--- src/rtl/i2s_mix_engine_if.sv ---
// Bus bundle between the mixing core and its surroundings: sample capture,
// gain configuration handshake, mixed sample banks and status flags.
interface i2s_mix_engine_if #(
  parameter int N_CH = 4,
  parameter int DW   = 16,
  parameter int GW   = 8
);
  localparam int CW = $clog2(N_CH);

  logic                 ws;
  logic [N_CH*DW-1:0]   rx_data;
  logic                 bypass;
  logic                 cfg_we;
  logic                 cfg_ready;
  logic [CW-1:0]        cfg_out;
  logic [CW-1:0]        cfg_in;
  logic [GW-1:0]        cfg_gain;
  logic                 sat_clr;
  logic [N_CH*DW-1:0]   mix_left;
  logic [N_CH*DW-1:0]   mix_right;
  logic                 mix_valid;
  logic                 mix_side;
  logic                 busy;
  logic                 sat_flag;
  logic                 overrun;

  modport master (
    output ws, rx_data, bypass, cfg_we, cfg_out, cfg_in, cfg_gain, sat_clr,
    input  cfg_ready, mix_left, mix_right, mix_valid, mix_side, busy,
           sat_flag, overrun
  );

  modport slave (
    input  ws, rx_data, bypass, cfg_we, cfg_out, cfg_in, cfg_gain, sat_clr,
    output cfg_ready, mix_left, mix_right, mix_valid, mix_side, busy,
           sat_flag, overrun
  );
endinterface

--- src/rtl/i2s_mix_engine.sv ---
// N-codec stereo mixing core. Each ws edge captures one sample per codec,
// runs a sequential MAC over the gain matrix, saturates each row result and
// publishes the whole bank for that side in one cycle.
//
// state | meaning
// IDLE  | waiting for a ws edge; gain writes go straight to the matrix
// MAC   | accumulate in_buf[j] * gain[i][j] for the current row i
// STORE | scale and clamp row i into the shadow bank
// DONE  | copy shadow bank to the left/right outputs, pulse mix_valid
module i2s_mix_engine #(
  parameter int N_CH = 4,
  parameter int DW   = 16,
  parameter int GW   = 8
) (
  input  logic               clk,
  input  logic               nRst,
  i2s_mix_engine_if.slave    mix_bus
);
  localparam int CW = $clog2(N_CH);
  localparam int AW = DW + GW + CW + 1;
  localparam int PW = DW + GW + 1;
  localparam logic [CW-1:0] LAST = CW'(N_CH - 1);
  localparam logic [GW-1:0] UNITY = {1'b1, {(GW-1){1'b0}}};
  localparam logic signed [AW-1:0] SMAX = {{(AW-DW+1){1'b0}}, {(DW-1){1'b1}}};
  localparam logic signed [AW-1:0] SMIN = {{(AW-DW+1){1'b1}}, {(DW-1){1'b0}}};

  typedef enum logic [1:0] {IDLE, MAC, STORE, DONE} state_t;

  state_t                r_state;
  logic                  r_ws_d;
  logic [DW-1:0]         r_in_buf [N_CH];
  logic [DW-1:0]         r_shadow [N_CH];
  logic [GW-1:0]         r_gain   [N_CH][N_CH];
  logic                  r_side;
  logic                  r_byp;
  logic signed [AW-1:0]  r_acc;
  logic [CW-1:0]         r_i;
  logic [CW-1:0]         r_j;
  logic [N_CH*DW-1:0]    r_mix_left;
  logic [N_CH*DW-1:0]    r_mix_right;
  logic                  r_mix_valid;
  logic                  r_mix_side;
  logic                  r_busy;
  logic                  r_sat;
  logic                  r_ovr;
  logic                  r_cfg_ready;
  logic                  r_pend;
  logic [CW-1:0]         r_pend_out;
  logic [CW-1:0]         r_pend_in;
  logic [GW-1:0]         r_pend_gain;

  logic                  w_edge;
  logic [GW-1:0]         w_gain_sel;
  logic signed [PW-1:0]  w_x_ext;
  logic signed [PW-1:0]  w_g_ext;
  logic signed [PW-1:0]  w_prod;
  logic signed [AW-1:0]  w_acc_next;
  logic signed [AW-1:0]  w_shift;
  logic                  w_hi;
  logic                  w_lo;
  logic [DW-1:0]         w_sat_val;
  logic                  w_sat_set;
  logic                  w_ovr_set;
  logic                  w_cfg_acc;
  logic                  w_direct;
  logic [N_CH*DW-1:0]    w_shadow_flat;

  assign w_edge    = (mix_bus.ws != r_ws_d);
  assign w_ovr_set = w_edge && (r_state != IDLE);
  assign w_cfg_acc = mix_bus.cfg_we && r_cfg_ready;
  assign w_direct  = w_cfg_acc && (r_state == IDLE) && !w_edge;

  // Bypass forces an identity matrix for the frame without touching r_gain.
  assign w_gain_sel = r_byp ? ((r_i == r_j) ? UNITY : '0) : r_gain[r_i][r_j];
  assign w_x_ext    = {{(GW+1){r_in_buf[r_j][DW-1]}}, r_in_buf[r_j]};
  assign w_g_ext    = {{(DW+1){1'b0}}, w_gain_sel};
  assign w_prod     = w_x_ext * w_g_ext;
  assign w_acc_next = r_acc + {{CW{w_prod[PW-1]}}, w_prod};

  // Gains are Q1.(GW-1): drop the fraction with a flooring shift, then clamp.
  assign w_shift   = r_acc >>> (GW - 1);
  assign w_hi      = (w_shift > SMAX);
  assign w_lo      = (w_shift < SMIN);
  assign w_sat_val = w_hi ? SMAX[DW-1:0] : (w_lo ? SMIN[DW-1:0] : w_shift[DW-1:0]);
  assign w_sat_set = (r_state == STORE) && (w_hi || w_lo);

  // Flatten the shadow bank into lane order for the atomic publish.
  always_comb begin
    w_shadow_flat = '0;
    for (int k = 0; k < N_CH; k++) w_shadow_flat[k*DW +: DW] = r_shadow[k];
  end

  // Frame sequencer, MAC datapath, output banks and sticky status flags.
  always_ff @(posedge clk) begin
    if (!nRst) begin
      r_state     <= IDLE;
      r_ws_d      <= 1'b0;
      r_side      <= 1'b0;
      r_byp       <= 1'b0;
      r_acc       <= '0;
      r_i         <= '0;
      r_j         <= '0;
      r_mix_left  <= '0;
      r_mix_right <= '0;
      r_mix_valid <= 1'b0;
      r_mix_side  <= 1'b0;
      r_busy      <= 1'b0;
      r_sat       <= 1'b0;
      r_ovr       <= 1'b0;
      for (int k = 0; k < N_CH; k++) begin
        r_in_buf[k] <= '0;
        r_shadow[k] <= '0;
      end
    end else begin
      r_ws_d      <= mix_bus.ws;
      r_mix_valid <= 1'b0;
      r_sat       <= w_sat_set || (r_sat && !mix_bus.sat_clr);
      r_ovr       <= w_ovr_set || (r_ovr && !mix_bus.sat_clr);
      case (r_state)
        IDLE: begin
          if (w_edge) begin
            for (int k = 0; k < N_CH; k++) r_in_buf[k] <= mix_bus.rx_data[k*DW +: DW];
            r_side  <= mix_bus.ws;
            r_byp   <= mix_bus.bypass;
            r_acc   <= '0;
            r_i     <= '0;
            r_j     <= '0;
            r_busy  <= 1'b1;
            r_state <= MAC;
          end
        end
        MAC: begin
          r_acc <= w_acc_next;
          if (r_j == LAST) r_state <= STORE;
          else r_j <= r_j + CW'(1);
        end
        STORE: begin
          r_shadow[r_i] <= w_sat_val;
          r_acc         <= '0;
          r_j           <= '0;
          if (r_i == LAST) begin
            r_state <= DONE;
          end else begin
            r_i     <= r_i + CW'(1);
            r_state <= MAC;
          end
        end
        DONE: begin
          if (r_side) r_mix_left <= w_shadow_flat;
          else r_mix_right <= w_shadow_flat;
          r_mix_valid <= 1'b1;
          r_mix_side  <= r_side;
          r_busy      <= 1'b0;
          r_state     <= IDLE;
        end
        default: r_state <= IDLE;
      endcase
    end
  end

  // Gain matrix and write handshake; a frame in flight never sees new gains.
  always_ff @(posedge clk) begin
    if (!nRst) begin
      r_cfg_ready <= 1'b1;
      r_pend      <= 1'b0;
      r_pend_out  <= '0;
      r_pend_in   <= '0;
      r_pend_gain <= '0;
      for (int k = 0; k < N_CH; k++)
        for (int m = 0; m < N_CH; m++)
          r_gain[k][m] <= (k == m) ? UNITY : '0;
    end else if (r_pend) begin
      if (r_state == IDLE) begin
        r_gain[r_pend_out][r_pend_in] <= r_pend_gain;
        r_pend      <= 1'b0;
        r_cfg_ready <= 1'b1;
      end
    end else if (w_direct) begin
      r_gain[mix_bus.cfg_out][mix_bus.cfg_in] <= mix_bus.cfg_gain;
    end else if (w_cfg_acc) begin
      r_pend      <= 1'b1;
      r_pend_out  <= mix_bus.cfg_out;
      r_pend_in   <= mix_bus.cfg_in;
      r_pend_gain <= mix_bus.cfg_gain;
      r_cfg_ready <= 1'b0;
    end
  end

  assign mix_bus.mix_left  = r_mix_left;
  assign mix_bus.mix_right = r_mix_right;
  assign mix_bus.mix_valid = r_mix_valid;
  assign mix_bus.mix_side  = r_mix_side;
  assign mix_bus.busy      = r_busy;
  assign mix_bus.sat_flag  = r_sat;
  assign mix_bus.overrun   = r_ovr;
  assign mix_bus.cfg_ready = r_cfg_ready;
endmodule
--- src/flat_wrapper.sv ---
// flat-port wrapper written by rule: the top's interface ports become plain ports
module i2s_mix_engine_flat 
#(
  parameter int N_CH = 4,
  parameter int DW   = 16,
  parameter int GW   = 8
)
  (clk, nRst, mix_bus_ws, mix_bus_rx_data, mix_bus_bypass, mix_bus_cfg_we, mix_bus_cfg_out, mix_bus_cfg_in, mix_bus_cfg_gain, mix_bus_sat_clr, mix_bus_cfg_ready, mix_bus_mix_left, mix_bus_mix_right, mix_bus_mix_valid, mix_bus_mix_side, mix_bus_busy, mix_bus_sat_flag, mix_bus_overrun);
  i2s_mix_engine_if #(.N_CH(N_CH), .DW(DW), .GW(GW)) mix_bus_i ();
  input  logic clk;
  input  logic nRst;
  input wire logic [$bits(mix_bus_i.ws)-1:0] mix_bus_ws;
  input wire logic [$bits(mix_bus_i.rx_data)-1:0] mix_bus_rx_data;
  input wire logic [$bits(mix_bus_i.bypass)-1:0] mix_bus_bypass;
  input wire logic [$bits(mix_bus_i.cfg_we)-1:0] mix_bus_cfg_we;
  input wire logic [$bits(mix_bus_i.cfg_out)-1:0] mix_bus_cfg_out;
  input wire logic [$bits(mix_bus_i.cfg_in)-1:0] mix_bus_cfg_in;
  input wire logic [$bits(mix_bus_i.cfg_gain)-1:0] mix_bus_cfg_gain;
  input wire logic [$bits(mix_bus_i.sat_clr)-1:0] mix_bus_sat_clr;
  output wire logic [$bits(mix_bus_i.cfg_ready)-1:0] mix_bus_cfg_ready;
  output wire logic [$bits(mix_bus_i.mix_left)-1:0] mix_bus_mix_left;
  output wire logic [$bits(mix_bus_i.mix_right)-1:0] mix_bus_mix_right;
  output wire logic [$bits(mix_bus_i.mix_valid)-1:0] mix_bus_mix_valid;
  output wire logic [$bits(mix_bus_i.mix_side)-1:0] mix_bus_mix_side;
  output wire logic [$bits(mix_bus_i.busy)-1:0] mix_bus_busy;
  output wire logic [$bits(mix_bus_i.sat_flag)-1:0] mix_bus_sat_flag;
  output wire logic [$bits(mix_bus_i.overrun)-1:0] mix_bus_overrun;
  assign mix_bus_i.ws = mix_bus_ws;
  assign mix_bus_i.rx_data = mix_bus_rx_data;
  assign mix_bus_i.bypass = mix_bus_bypass;
  assign mix_bus_i.cfg_we = mix_bus_cfg_we;
  assign mix_bus_i.cfg_out = mix_bus_cfg_out;
  assign mix_bus_i.cfg_in = mix_bus_cfg_in;
  assign mix_bus_i.cfg_gain = mix_bus_cfg_gain;
  assign mix_bus_i.sat_clr = mix_bus_sat_clr;
  assign mix_bus_cfg_ready = mix_bus_i.cfg_ready;
  assign mix_bus_mix_left = mix_bus_i.mix_left;
  assign mix_bus_mix_right = mix_bus_i.mix_right;
  assign mix_bus_mix_valid = mix_bus_i.mix_valid;
  assign mix_bus_mix_side = mix_bus_i.mix_side;
  assign mix_bus_busy = mix_bus_i.busy;
  assign mix_bus_sat_flag = mix_bus_i.sat_flag;
  assign mix_bus_overrun = mix_bus_i.overrun;
  i2s_mix_engine #(.N_CH(N_CH), .DW(DW), .GW(GW)) u_core (.clk(clk), .nRst(nRst), .mix_bus(mix_bus_i));
endmodule
--- config.mk ---
export PLATFORM = sky130hd
export DESIGN_NAME = i2s_mix_engine_flat
export DESIGN_NICKNAME = d
export VERILOG_FILES = /design/src/rtl/i2s_mix_engine_if.sv /design/src/rtl/i2s_mix_engine.sv /design/src/flat_wrapper.sv
export SDC_FILE = /design/constraint.sdc
export NUM_CORES = 1
export LEC_CHECK = 0
export BUFFER_PORTS_ARGS = -buffer_cell sky130_fd_sc_hd__buf_2
export CAP_MARGIN = 20
export CELL_PAD_IN_SITES_DETAIL_PLACEMENT = 0
export CELL_PAD_IN_SITES_GLOBAL_PLACEMENT = 1
export CORE_UTILIZATION = 28
export DETAILED_ROUTE_END_ITERATION = 10
export MAX_ROUTING_LAYER = met4
export PLACE_DENSITY = 0.56
export SLEW_MARGIN = 20
export SYNTH_ARGS = -nofsm -noshare
export SYNTH_HDL_FRONTEND = slang
export SYNTH_SLANG_ARGS = --single-unit
--- constraint.sdc ---
create_clock -name clk -period 10 [get_ports clk]
set_input_delay 1 -clock clk [delete_from_list [all_inputs] [get_ports clk]]
set_output_delay 1 -clock clk [all_outputs]
set_load 0.02 [all_outputs]
### After elaboration in Yosys (flattened, before gate mapping)

Memory sizes are Yosys's and may differ from the RTL's. A register that Yosys moved wholly into a read port is not among the register bits.
Cells that the tools add are included.

| word-level totals | value |
|---|---|
| bits in writable memories | 256 |
| logic and storage cells | 155 |
| register bits after elaboration | 183 |
| memories kept | 3 |

Memories:

| name | words | width | read ports | clocked after Yosys merged registers in | write ports | RTL line | RTL |
|---|---|---|---|---|---|---|---|
| u_core.r_gain | 4 | 32 | 1 | 1 | 4 | i2s_mix_engine.sv:33 | `logic [GW-1:0] r_gain [N_CH][N_CH];` |
| u_core.r_in_buf | 4 | 16 | 1 | 1 | 4 | i2s_mix_engine.sv:31 | `logic [DW-1:0] r_in_buf [N_CH];` |
| u_core.r_shadow | 4 | 16 | 4 | 0 | 4 | i2s_mix_engine.sv:32 | `logic [DW-1:0] r_shadow [N_CH];` |

| operators by class | value |
|---|---|
| bitwise operators | 10 |
| reductions and logical operators | 33 |
| equality and inequality tests | 13 |
| $mul | 1 |
| $add $sub $neg | 3 |
| muxes and demuxes | 66 |
| $lt $le $gt $ge | 7 |

Operators with widths:

| operator | count |
|---|---|
| 32-bit 2-to-1 mux | 6 |
| 16-bit 2-to-1 mux | 7 |
| 27-bit case mux with 3 select lines | 1 |
| 32-bit OR reduction | 2 |
| 8-bit 2-to-1 mux | 6 |
| 8-bit demux with 2-bit select | 2 |
| 27-bit adder | 1 |
| 27-bit 2-to-1 mux | 1 |
| 2-bit 2-to-1 mux | 13 |
| 16-bit by 9-bit multiplier with 25-bit output | 1 |
| 1-bit 2-to-1 mux | 25 |
| 20-bit by 16-bit greater-than comparator with 1-bit output (second input constant) | 1 |
| 20-bit by 16-bit less-than comparator with 1-bit output (second input constant) | 1 |
| 8-bit binary-select mux with 2-bit select | 1 |
| 16-bit OR reduction | 1 |
| 2-bit AND reduction | 6 |
| 3-bit AND reduction | 4 |
| 3-bit greater-or-equal comparator (second input constant) | 3 |
| 1-bit logical AND | 9 |
| 2-bit inverter with 3-bit output | 3 |
| 2-bit equality test (second input constant) | 4 |
| 2-bit case mux with 4 select lines | 1 |
| 2-bit nonzero test | 4 |
| 3-bit by 1-bit less-than comparator with 1-bit output (second input constant) | 2 |
| other kinds (15) | 28 |

### Longest topological paths before layout

Gate-level depths: netlist of run 1.

| logic depth | value |
|---|---|
| depth in word-level cells | 9 |
| mapped depth | 36 |
| mapped depth without buffers | 33 |

### Worst setup path after synthesis of run 1

No wires, ideal clock.

| timing | value |
|---|---|
| kind | register to register |
| start | reg with a tool-made name |
| end | reg u_core.r_acc[26] |
| clock period less this slack | 7906 ps |
| stages on the path, launching flop included | 35 |
| arrival | 7782 ps |
| path slack | 2094 ps |
| cell sequence | dfxtp_1 -> buf_4 -> buf_6 -> buf_6 -> mux4_2 -> mux4_2 -> nor2b_1 -> and2_1 -> fa_1 -> inv_1 -> fa_1 -> inv_1 -> fa_1 -> inv_1 -> fa_1 -> inv_1 -> ha_1 -> o2111a_1 -> a211oi_1 -> inv_1 -> a41o_1 -> a21oi_1 -> o21bai_1 -> a21o_1 -> a21oi_1 -> xnor2_1 -> ha_1 -> a21o_1 -> a21o_1 -> a21oi_1 -> o2111ai_1 -> o211a_1 -> xnor2_1 -> a21oi_1 -> o22ai_1 |

RTL lines:

| item | RTL line | RTL |
|---|---|---|
| end signal: assignment | i2s_mix_engine.sv:133 | `r_acc <= w_acc_next;` |
| end: declaration | i2s_mix_engine.sv:36 | `logic signed [AW-1:0] r_acc;` |

==> results.yml, run 1 <==
floorplan:
  std_cell_rows: 106
  io_pins: 216
  initial_core_utilization: 0.282
  dieWidth_um: 292
  core_region_area_um2: 83600
  die_area_um2: 85400
  die_h_um: 292
setup_path:
  critPathKind: "register to register"
  timing.critical_path.max_delay_family: "compound AO/OA/AOI/OAI gates"
  critPathMostFrequentCell: "sky130_fd_sc_hd__a21oi_1"
  critical_path.endpoint_type: "register"
  worst_path_largest_cell_delay_ns: 0.68
  cp_data_required_time_ns: 10.50
  critical_path_buf_inv_count: 5
  timing.critical_path.arrival_ns: 9.28
  crit_path_start_kind: "register"
  critPathSlowestCell: "sky130_fd_sc_hd__dfxtp_2"
  cp_max_fo: 15
drt:
  vias: 16355
  wl_per_cell_um: 17.7
  drt_drc_violations_left: 0
  final_antenna_net_count: 0
  detail_route.iter0.violations: 959
  post_dr_vias_cell: 4.57
  first_pass_iters: 5
  wl_um: 63500
grt:
  antenna_found_initial: 4
  grt_remaining_overflow: 0
  grt_pass1_wl_um: 99100
  groute.usage.overall: 0.154
  grt_pass1_vias: 16730
  pin_count_of_the_biggest_net_entering_global_routing: 94
logic_synthesis:
  syn-mean-instance-area_um2: 10.4
  synth_edf_count: 256
  syn-cell-area_um2: 23600
  syn_nets: 2523
  postSynth.asyncResetShare: 0
  post_synthesis_sequential_area_ratio: 0.485
  ys_types: 72
  postSynth.topFlopCell: "sky130_fd_sc_hd__edfxtp_1"
  synth_warnings: 0
  synthesis.instances: 2258
  flop_and_latch_count_out_of_synthesis: 443
cells_and_area:
  most_used_cells_in_the_layout_excluding_fill_and_tap_cells: "sky130_fd_sc_hd__nand2_1 (418), sky130_fd_sc_hd__edfxtp_1 (256), sky130_fd_sc_hd__nor2_1 (235), sky130_fd_sc_hd__buf_2 (214), sky130_fd_sc_hd__inv_1 (198)"
  flow.area_growth_from_synthesis_pct: 16.7
  finish.utilization: 0.330
  final_common_cell: "sky130_fd_sc_hd__nand2_1"
  fraction_of_layout_cells_with_a_size_suffix_above_1: 0.162
  layout.nets: 2717
  final_design_area_no_fill_um2: 27500
place:
  place.gp.congestion: 0.812
  io_buffers: 215
  place_worst_setup_slack_ns: 1.13
  placedInstanceArea_um2: 25900
  dp.final_hpwl_um: 45800
cts:
  cts.sinks: 443
  post_cts.resized_instances: 0
  root_buffer: "sky130_fd_sc_hd__clkbuf_16"
  clock_path_buffers: 3
  tritoncts: "yes"
  clkLatencyLatePin_ns: 0.63
  postCtsSetupRepairBufs: 0
  htreeDepth: 2
  cts_inserted_buffers: 53
  clock_transition_at_the_register_clock_pins_on_the_worst_setup_and_hold_paths_after_cts_ns: 0.06
  cts_hold_buf: 0
power:
  p_sw_frac: 0.361
  pwr-share-clk: 0.281
  total_leakage_power_nw: 11.1
  combPwrFrac: 0.400
  power-per-cell-area_nw_per_um2: 237
  net_switching_component_of_the_power_mw: 2.35
  total_power_mw: 6.51
  pint_mw: 4.17
  power.ir.vdd_worst_v: 0.000139
  share_seq_of_total_power: 0.318
status:
  outcome: "complete, no violations"
sta:
  worst_slack_ns: 1.22
  worst_pin_slew_ns: 1.07
  achievable-frequency_ghz: 0.114
  final_setup_viols: 0
  ratio_of_final_minimum_period_to_clock_period: 0.878
  finalMaxSlewViolations: 0
  totalNegativeSetupSlack_ns: 0
  timing.clock.skew_ns: 0.0644
  maxSlewHeadroom: 0.277
  hold_viol: 0
  rsz0062_at_grt: "false"
  fin_crit_ns: 8.78
job:
  drv_cap: 0
hold_path:
  hold_class: "register to register"
[per-layer routing]
metal	track usage	up-vias	wire length (µm)
li1	-	7955	-
met1	0.207	7894	29800
met2	0.244	441	29200
met3	0.0265	65	3510
met4	0.0294	0	970
met5	-	-	0
[per-stage QoR]
| step | std cells | hold WS (ns) |
|---|---|---|
| final | 3577 | 0.462 |
| after CTS | 3576 | 0.466 |
| after global placement | 3477 | 0.451 |
| after floorplan | 2258 | 0.443 |
| after global routing | 3577 | 0.480 |
| after detailed placement | 3477 | 0.457 |
[worst min-delay path, delay by kind of cell (launching register included)]
family | cells | cell delay, ns
AO/OA/AOI/OAI | 1 | 0.06
AND/OR/NAND/NOR | 1 | 0.05
flip-flops | 1 | 0.30
[worst paths after layout]
check	from	endpoint	slack [ns]	depth (start not counted)
worst min register to register	u_core.mix_bus.mix_right[63]$_SDFFE_PN0P_	u_core.mix_bus.mix_right[63]$_SDFFE_PN0P_	0.46	2
worst max register to register	register	u_core.r_acc[26]$_SDFFE_PN0P_	1.22	33
worst min-delay path	u_core.mix_bus.mix_right[63]$_SDFFE_PN0P_	u_core.mix_bus.mix_right[63]$_SDFFE_PN0P_	0.46	2
worst max-delay path	register	u_core.r_acc[26]$_SDFFE_PN0P_	1.22	33
[cells in the mapped netlist (all sizes together), types with 18 or more instances]
cell | instances | area [µm²]
nor2 | 236 | 886
edfxtp | 256 | 7690
fa | 103 | 2060
mux4 | 45 | 1010
a21boi | 147 | 1100
a22oi | 18 | 135
xnor2 | 25 | 238
mux2i | 22 | 220
nand2 | 421 | 1590
o21ai | 55 | 275
a21oi | 39 | 199
buf | 26 | 153
nor2b | 50 | 313
and2 | 86 | 538
inv | 199 | 747
clkbuf | 81 | 304
dfxtp | 187 | 3740
nand2b | 22 | 138
ha | 80 | 1000
[flip-flops by register name, indices dropped and copies added (netlist names), 2 cells and up, named ones only]
register                  cells
u_core.r_j                    2
u_core.r_acc                 27
u_core.r_in_buf              64
u_core.r_pend_in              2
u_core.r_state                2
u_core.r_i                    2
u_core.r_shadow              64
u_core.r_pend_gain            8
u_core.mix_bus.mix_left      64
u_core.r_pend_out             2
u_core.r_gain               128
u_core.mix_bus.mix_right     64
[logic make-up after synthesis]
| family | synth area share |
|---|---|
| AND/OR/NAND/NOR | 0.161 |
| flip-flops | 0.485 |
| multiplexers | 0.0556 |
| XOR/XNOR | 0.0164 |
| AO/OA/AOI/OAI | 0.102 |
| buffers and inverters | 0.0510 |
| adder cells (fa/ha/maj) | 0.130 |
[power groups by stage]
| stage | Clock [mW] | Sequential, mW | Combinational [mW] |
|---|---|---|---|
| floorplan | 0 | 2.09 | 2.06 |
| global placement | 0 | 2.11 | 2.58 |
| detailed placement | 0 | 2.11 | 2.62 |
| CTS | 1.89 | 2.08 | 2.63 |
| global route | 1.96 | 2.09 | 2.97 |
| finish | 1.83 | 2.07 | 2.61 |
[final cells by class]
class | instances | area (µm²)
fillers | 8528 | 56000
diodes | 1 | 2.50
well taps | 1080 | 1350
repair buffers | 246 | 1310
flip-flops and latches | 443 | 11400
clock inverters | 29 | 249
clock buffers | 70 | 1410
multi-input cells | 1509 | 11000
inverters | 199 | 747
Note: power is estimated with default switching activity, not from simulation.
==> inputs of run 2 (changes only) <==
==> constraint.sdc (replaced) <==
create_clock -name clk -period 10.1 [get_ports clk]
set_input_delay 1.01 -clock clk [delete_from_list [all_inputs] [get_ports clk]]
set_output_delay 1.01 -clock clk [all_outputs]
set_load 0.02 [all_outputs]
==> run 2 against run 1 <==
- sequential share of layout area is 0.30 points lower
- critical endpoint unchanged
- wire length is 0.74% lower
- largest cell class unchanged
- clock-buffer cell count is 1 higher
- clock power is 8% higher
- non-clock buffer count is 1 lower
- largest power group unchanged
- sequential power hardly changed
- first-iteration DRC count is 13% lower
- critical path type unchanged
==> results.yml, run 2 (synthesis gave the netlist of run 1 again) <==
cells_and_area:
  registers.top_by_ff_count: "u_core.r_gain"
  final_common_cell: "sky130_fd_sc_hd__nand2_1"
  finalNonFillerCells: 3579
  layout.nets: 2716
  largest_register_ff_count: 128
  finish.utilization: 0.332
  flow.area_growth_from_synthesis_pct: 17.6
  most_used_cells_in_the_layout_excluding_fill_and_tap_cells: "sky130_fd_sc_hd__nand2_1 (418), sky130_fd_sc_hd__edfxtp_1 (256), sky130_fd_sc_hd__nor2_1 (235), sky130_fd_sc_hd__buf_2 (214), sky130_fd_sc_hd__inv_1 (198)"
  fraction_of_layout_cells_with_a_size_suffix_above_1: 0.167
cts:
  root_buffer: "sky130_fd_sc_hd__clkbuf_16"
  clock_path_buffers: 3
  cts.sinks: 443
  htreeDepth: 2
  cts_hold_buf: 0
  post_cts.resized_instances: 0
  clkLatencyLatePin_ns: 0.61
  postCtsSetupRepairBufs: 0
  cts_inserted_buffers: 53
  tritoncts: "yes"
  clock_transition_at_the_register_clock_pins_on_the_worst_setup_and_hold_paths_after_cts_ns: 0.06
place:
  io_buffers: 215
  place_worst_setup_slack_ns: 1.05
  dp.final_hpwl_um: 45200
  place.gp.congestion: 0.787
  place.detailed.instances: 3476
setup_path:
  worst_path_largest_cell_delay_ns: 0.89
  critPathKind: "register to register"
  critical_path.endpoint_type: "register"
  timing.critical_path.arrival_ns: 9.49
  cp_max_fo: 15
  critPathSlowestCell: "sky130_fd_sc_hd__a211oi_2"
  cp_data_required_time_ns: 10.58
  critPathMostFrequentCell: "sky130_fd_sc_hd__a21oi_1"
  crit_path_start_kind: "register"
floorplan:
  dieWidth_um: 292
  core_region_area_um2: 83600
  initial_core_utilization: 0.282
  io_pins: 216
  die_area_um2: 85400
  std_cell_rows: 106
  die_h_um: 292
power:
  share_seq_of_total_power: 0.311
  total_leakage_power_nw: 11.2
  power-per-cell-area_nw_per_um2: 238
  power.ir.vdd_worst_v: 0.000109
  net_switching_component_of_the_power_mw: 2.33
  pint_mw: 4.28
  combPwrFrac: 0.389
  pwr-share-clk: 0.300
  p_sw_frac: 0.353
sta:
  worst_slack_ns: 1.09
  worst_pin_slew_ns: 1.09
  achievable-frequency_ghz: 0.111
  ratio_of_final_minimum_period_to_clock_period: 0.892
  rsz0062_at_grt: "false"
  totalNegativeSetupSlack_ns: 0
  final_setup_viols: 0
  hold_viol: 0
  fin_crit_ns: 9.01
  timing.clock.skew_ns: 0.0363
  finalMaxSlewViolations: 0
  maxSlewHeadroom: 0.264
drt:
  first_pass_iters: 7
  wl_per_cell_um: 17.6
  wl_um: 63000
  met1_length_um: 30000
  routed-wl-met2_um: 29000
  met3RoutedLength_um: 2850
  post_dr_vias_cell: 4.57
  drt_drc_violations_left: 0
  vias: 16365
  detail_route.iter0.violations: 836
  top_layer_used: "met4"
  final_antenna_net_count: 0
grt:
  grt_pass1_wl_um: 98500
  grt_pass1_vias: 16630
  antenna_found_initial: 4
  pin_count_of_the_biggest_net_entering_global_routing: 157
  groute.usage.overall: 0.152
  grt_remaining_overflow: 0
status:
  outcome: "complete, no violations"
hold_path:
  hold_class: "register to register"
job:
  drv_cap: 0
## run 2: changes by cell type in the layout (fill, tap and decap cells not counted), moves of 2 or more
cell	change
sky130_fd_sc_hd__clkbuf_16	+2
sky130_fd_sc_hd__clkinv_1	-7
sky130_fd_sc_hd__inv_6	+4
sky130_fd_sc_hd__and3_2	-2
sky130_fd_sc_hd__clkbuf_8	+3
sky130_fd_sc_hd__bufinv_16	+4
sky130_fd_sc_hd__clkbuf_1	-4
sky130_fd_sc_hd__buf_4	-2
sky130_fd_sc_hd__diode_2	+2
## run 2: power groups by stage
stage / registers, mW / clock network, mW / logic [mW]
2_1_floorplan: 2.07 / 0 / 2.04
3_3_place_gp: 2.09 / 0 / 2.55
3_5_place_dp: 2.09 / 0 / 2.57
4_1_cts: 2.05 / 2.04 / 2.59
5_1_grt: 2.06 / 2.11 / 2.92
6_report: 2.05 / 1.98 / 2.57
## run 2: cell type report
cell class	count	area, µm²
Multi-Input combinational cell	1509	11100
Antenna cell	3	7.51
Sequential cell	443	11400
Fill cell	8512	55800
Clock buffer	71	1490
Timing Repair Buffer	245	1320
Inverter	199	747
Tap cell	1080	1350
Clock inverter	29	343
## run 2: per-layer routing
layer | global-route usage | vias to the layer above
li1 | - | 7964
met1 | 0.206 | 7929
met2 | 0.241 | 384
met3 | 0.0199 | 88
met4 | 0.0360 | 0
met5 | - | -
## run 2: worst max-delay path: cells and delay by family (launching register included)
family,cells,cell delay (ns)
DFF,1,0.88
xor gates and xnor gates,2,0.28
adders and majority gates,6,2.72
buffers and inverters,4,0.45
AOI/OAI and AO/OA,16,3.87
muxes,2,0.35
and+or+nand+nor,1,0.30
## run 2: path summary, 6_finish.rpt
check | depth (start not counted) | start | end | slack [ns]
max reg2reg | 31 | register | u_core.r_acc[26]$_SDFFE_PN0P_ | 1.09
min reg2reg | 2 | u_core.mix_bus.mix_left[22]$_SDFFE_PN0P_ | u_core.mix_bus.mix_left[22]$_SDFFE_PN0P_ | 0.46
max | 31 | register | u_core.r_acc[26]$_SDFFE_PN0P_ | 1.09
min | 2 | u_core.mix_bus.mix_left[22]$_SDFFE_PN0P_ | u_core.mix_bus.mix_left[22]$_SDFFE_PN0P_ | 0.46
## run 2: stage by stage
stage / hold WS (ns) / power (mW) / instance area [µm²]
5_1_grt: 0.489 / 7.10 / 27700
2_1_floorplan: 0.443 / 4.11 / 23600
4_1_cts: 0.465 / 6.69 / 27700
6_report: 0.463 / 6.61 / 27700
3_5_place_dp: 0.457 / 4.67 / 25900
3_3_place_gp: 0.451 / 4.64 / 25900
==> inputs of run 3 (changes only) <==
--- a/config.mk
+++ b/config.mk
@@ -11,7 +11,6 @@
 export CELL_PAD_IN_SITES_GLOBAL_PLACEMENT = 1
 export CORE_UTILIZATION = 28
 export DETAILED_ROUTE_END_ITERATION = 10
-export MAX_ROUTING_LAYER = met4
 export PLACE_DENSITY = 0.56
 export SLEW_MARGIN = 20
 export SYNTH_ARGS = -nofsm -noshare
==> run 3 against run 2 <==
- non-clock buffer count did not move
- clock-buffer cell count did not move
- clock power barely moved
- combinational power barely moved
- sequential cell count did not move
- fmax barely moved
- worst setup slack got worse by 0.00086 ns
- critical path type unchanged
- highest routed layer is now met5
==> results.yml, run 3 (synthesis gave the netlist of run 1 again) <==
cts:
  clock_path_buffers: 3
  htreeDepth: 2
  root_buffer: "sky130_fd_sc_hd__clkbuf_16"
  cts.sinks: 443
  post_cts.resized_instances: 0
  postCtsSetupRepairBufs: 0
  cts_inserted_buffers: 53
  clock_transition_at_the_register_clock_pins_on_the_worst_setup_and_hold_paths_after_cts_ns: 0.06
  cts_hold_buf: 0
  clkLatencyLatePin_ns: 0.61
  tritoncts: "yes"
cells_and_area:
  largest_register_ff_count: 128
  registers.top_by_ff_count: "u_core.r_gain"
  final_design_area_no_fill_um2: 27700
  flow.area_growth_from_synthesis_pct: 17.6
  layout.nets: 2716
  final_common_cell: "sky130_fd_sc_hd__nand2_1"
  most_used_cells_in_the_layout_excluding_fill_and_tap_cells: "sky130_fd_sc_hd__nand2_1 (418), sky130_fd_sc_hd__edfxtp_1 (256), sky130_fd_sc_hd__nor2_1 (235), sky130_fd_sc_hd__buf_2 (214), sky130_fd_sc_hd__inv_1 (198)"
  fraction_of_layout_cells_with_a_size_suffix_above_1: 0.167
hold_path:
  worstHoldEndpoint: "u_core.mix_bus.mix_right[59]$_SDFFE_PN0P_"
  hold_class: "register to register"
  hold_depth: 2
  hold_path_startpoint: "u_core.mix_bus.mix_right[59]$_SDFFE_PN0P_"
setup_path:
  critical_path.endpoint_type: "register"
  setup.reg_to_reg.worst_slack_ns: 1.09
  critPathSlowestCell: "sky130_fd_sc_hd__a211oi_2"
  reg2reg_to: "u_core.r_acc[26]$_SDFFE_PN0P_"
  worst_r2r_path_depth: 31
  cp_max_fo: 15
  critPathMostFrequentCell: "sky130_fd_sc_hd__a21oi_1"
  crit_path_start_kind: "register"
  worst_path_largest_cell_delay_ns: 0.89
  cp_data_required_time_ns: 10.58
  critPathKind: "register to register"
  timing.critical_path.arrival_ns: 9.49
floorplan:
  std_cell_rows: 106
  die_h_um: 292
  core_region_area_um2: 83600
  io_pins: 216
  dieWidth_um: 292
  initial_core_utilization: 0.282
  die_area_um2: 85400
grt:
  groute.usage.overall: 0.147
  grt_remaining_overflow: 0
  antenna_found_initial: 4
  pin_count_of_the_biggest_net_entering_global_routing: 157
  grt_pass1_vias: 16640
  grt_pass1_wl_um: 98500
sta:
  finalMaxSlewViolations: 0
  rsz0062_at_grt: "false"
  fin_crit_ns: 9.01
  worst_pin_slew_ns: 1.09
  totalNegativeSetupSlack_ns: 0
  maxSlewHeadroom: 0.265
  ratio_of_final_minimum_period_to_clock_period: 0.892
  achievable-frequency_ghz: 0.111
  final_setup_viols: 0
  timing.clock.skew_ns: 0.0372
  hold_viol: 0
place:
  dp.final_hpwl_um: 45200
  io_buffers: 215
  placedInstanceArea_um2: 25900
  place.gp.congestion: 0.776
drt:
  post_dr_vias_cell: 4.57
  first_pass_iters: 5
  final_antenna_net_count: 0
  drt_drc_violations_left: 0
  wl_um: 63100
  vias: 16345
  detail_route.iter0.violations: 831
  wl_per_cell_um: 17.6
power:
  total_power_mw: 6.61
  total_leakage_power_nw: 11.2
  power-per-cell-area_nw_per_um2: 238
  power.ir.vdd_worst_v: 0.000109
job:
  drv_cap: 0
status:
  outcome: "complete, no violations"
run 3: final cells by class:
class | count | area, µm²
clock buffer | 71 | 1490
fill | 8512 | 55800
sequential | 443 | 11400
multi-input combinational | 1509 | 11100
antenna | 2 | 5.00
tap | 1080 | 1350
inverter | 199 | 747
clock inverter | 29 | 343
timing repair buffer | 245 | 1320
run 3: worst max-delay path, delay by kind of cell, from the launching register on:
family / cells / cell delay (ns)
flops: 1 / 0.88
compound gates: 16 / 3.87
xor+xnor: 2 / 0.28
fa+ha+maj: 6 / 2.72
buf+inv: 4 / 0.45
mux: 2 / 0.35
simple gates: 1 / 0.30
run 3: per-stage QoR:
stage	instances	util	hold slack, ns	setup WS (ns)
5_1_grt	3577	0.332	0.489	0.455
6_report	3578	0.332	0.462	1.09
3_5_place_dp	3476	0.310	0.457	1.05
2_1_floorplan	2258	-	0.443	2.19
3_3_place_gp	3476	0.310	0.451	1.10
4_1_cts	3576	0.332	0.465	1.02
run 3: worst max-delay path by stage:
| stage | start | end |
|---|---|---|
| after floorplan | register | u_core.r_acc[26]$_SDFFE_PN0P_ |
| final | register | u_core.r_acc[26]$_SDFFE_PN0P_ |
| after detailed placement | register | u_core.r_acc[26]$_SDFFE_PN0P_ |
| after global routing | register | u_core.r_acc[26]$_SDFFE_PN0P_ |
| after CTS | register | u_core.r_acc[26]$_SDFFE_PN0P_ |
| after global placement | register | u_core.r_acc[26]$_SDFFE_PN0P_ |
run 3: where the power goes:
part	switching [mW]	internal [mW]
Sequential	0.0535	2.00
Clock	0.791	1.19
Combinational	1.49	1.09
run 3: layer usage:
layer / vias to the layer above / wire length [µm] / global-route usage
met2: 382 / 29000 / 0.241
met1: 7916 / 30100 / 0.206
met5: - / 13 / 0
met4: 2 / 1230 / 0.0360
met3: 81 / 2780 / 0.0202
li1: 7964 / - / -
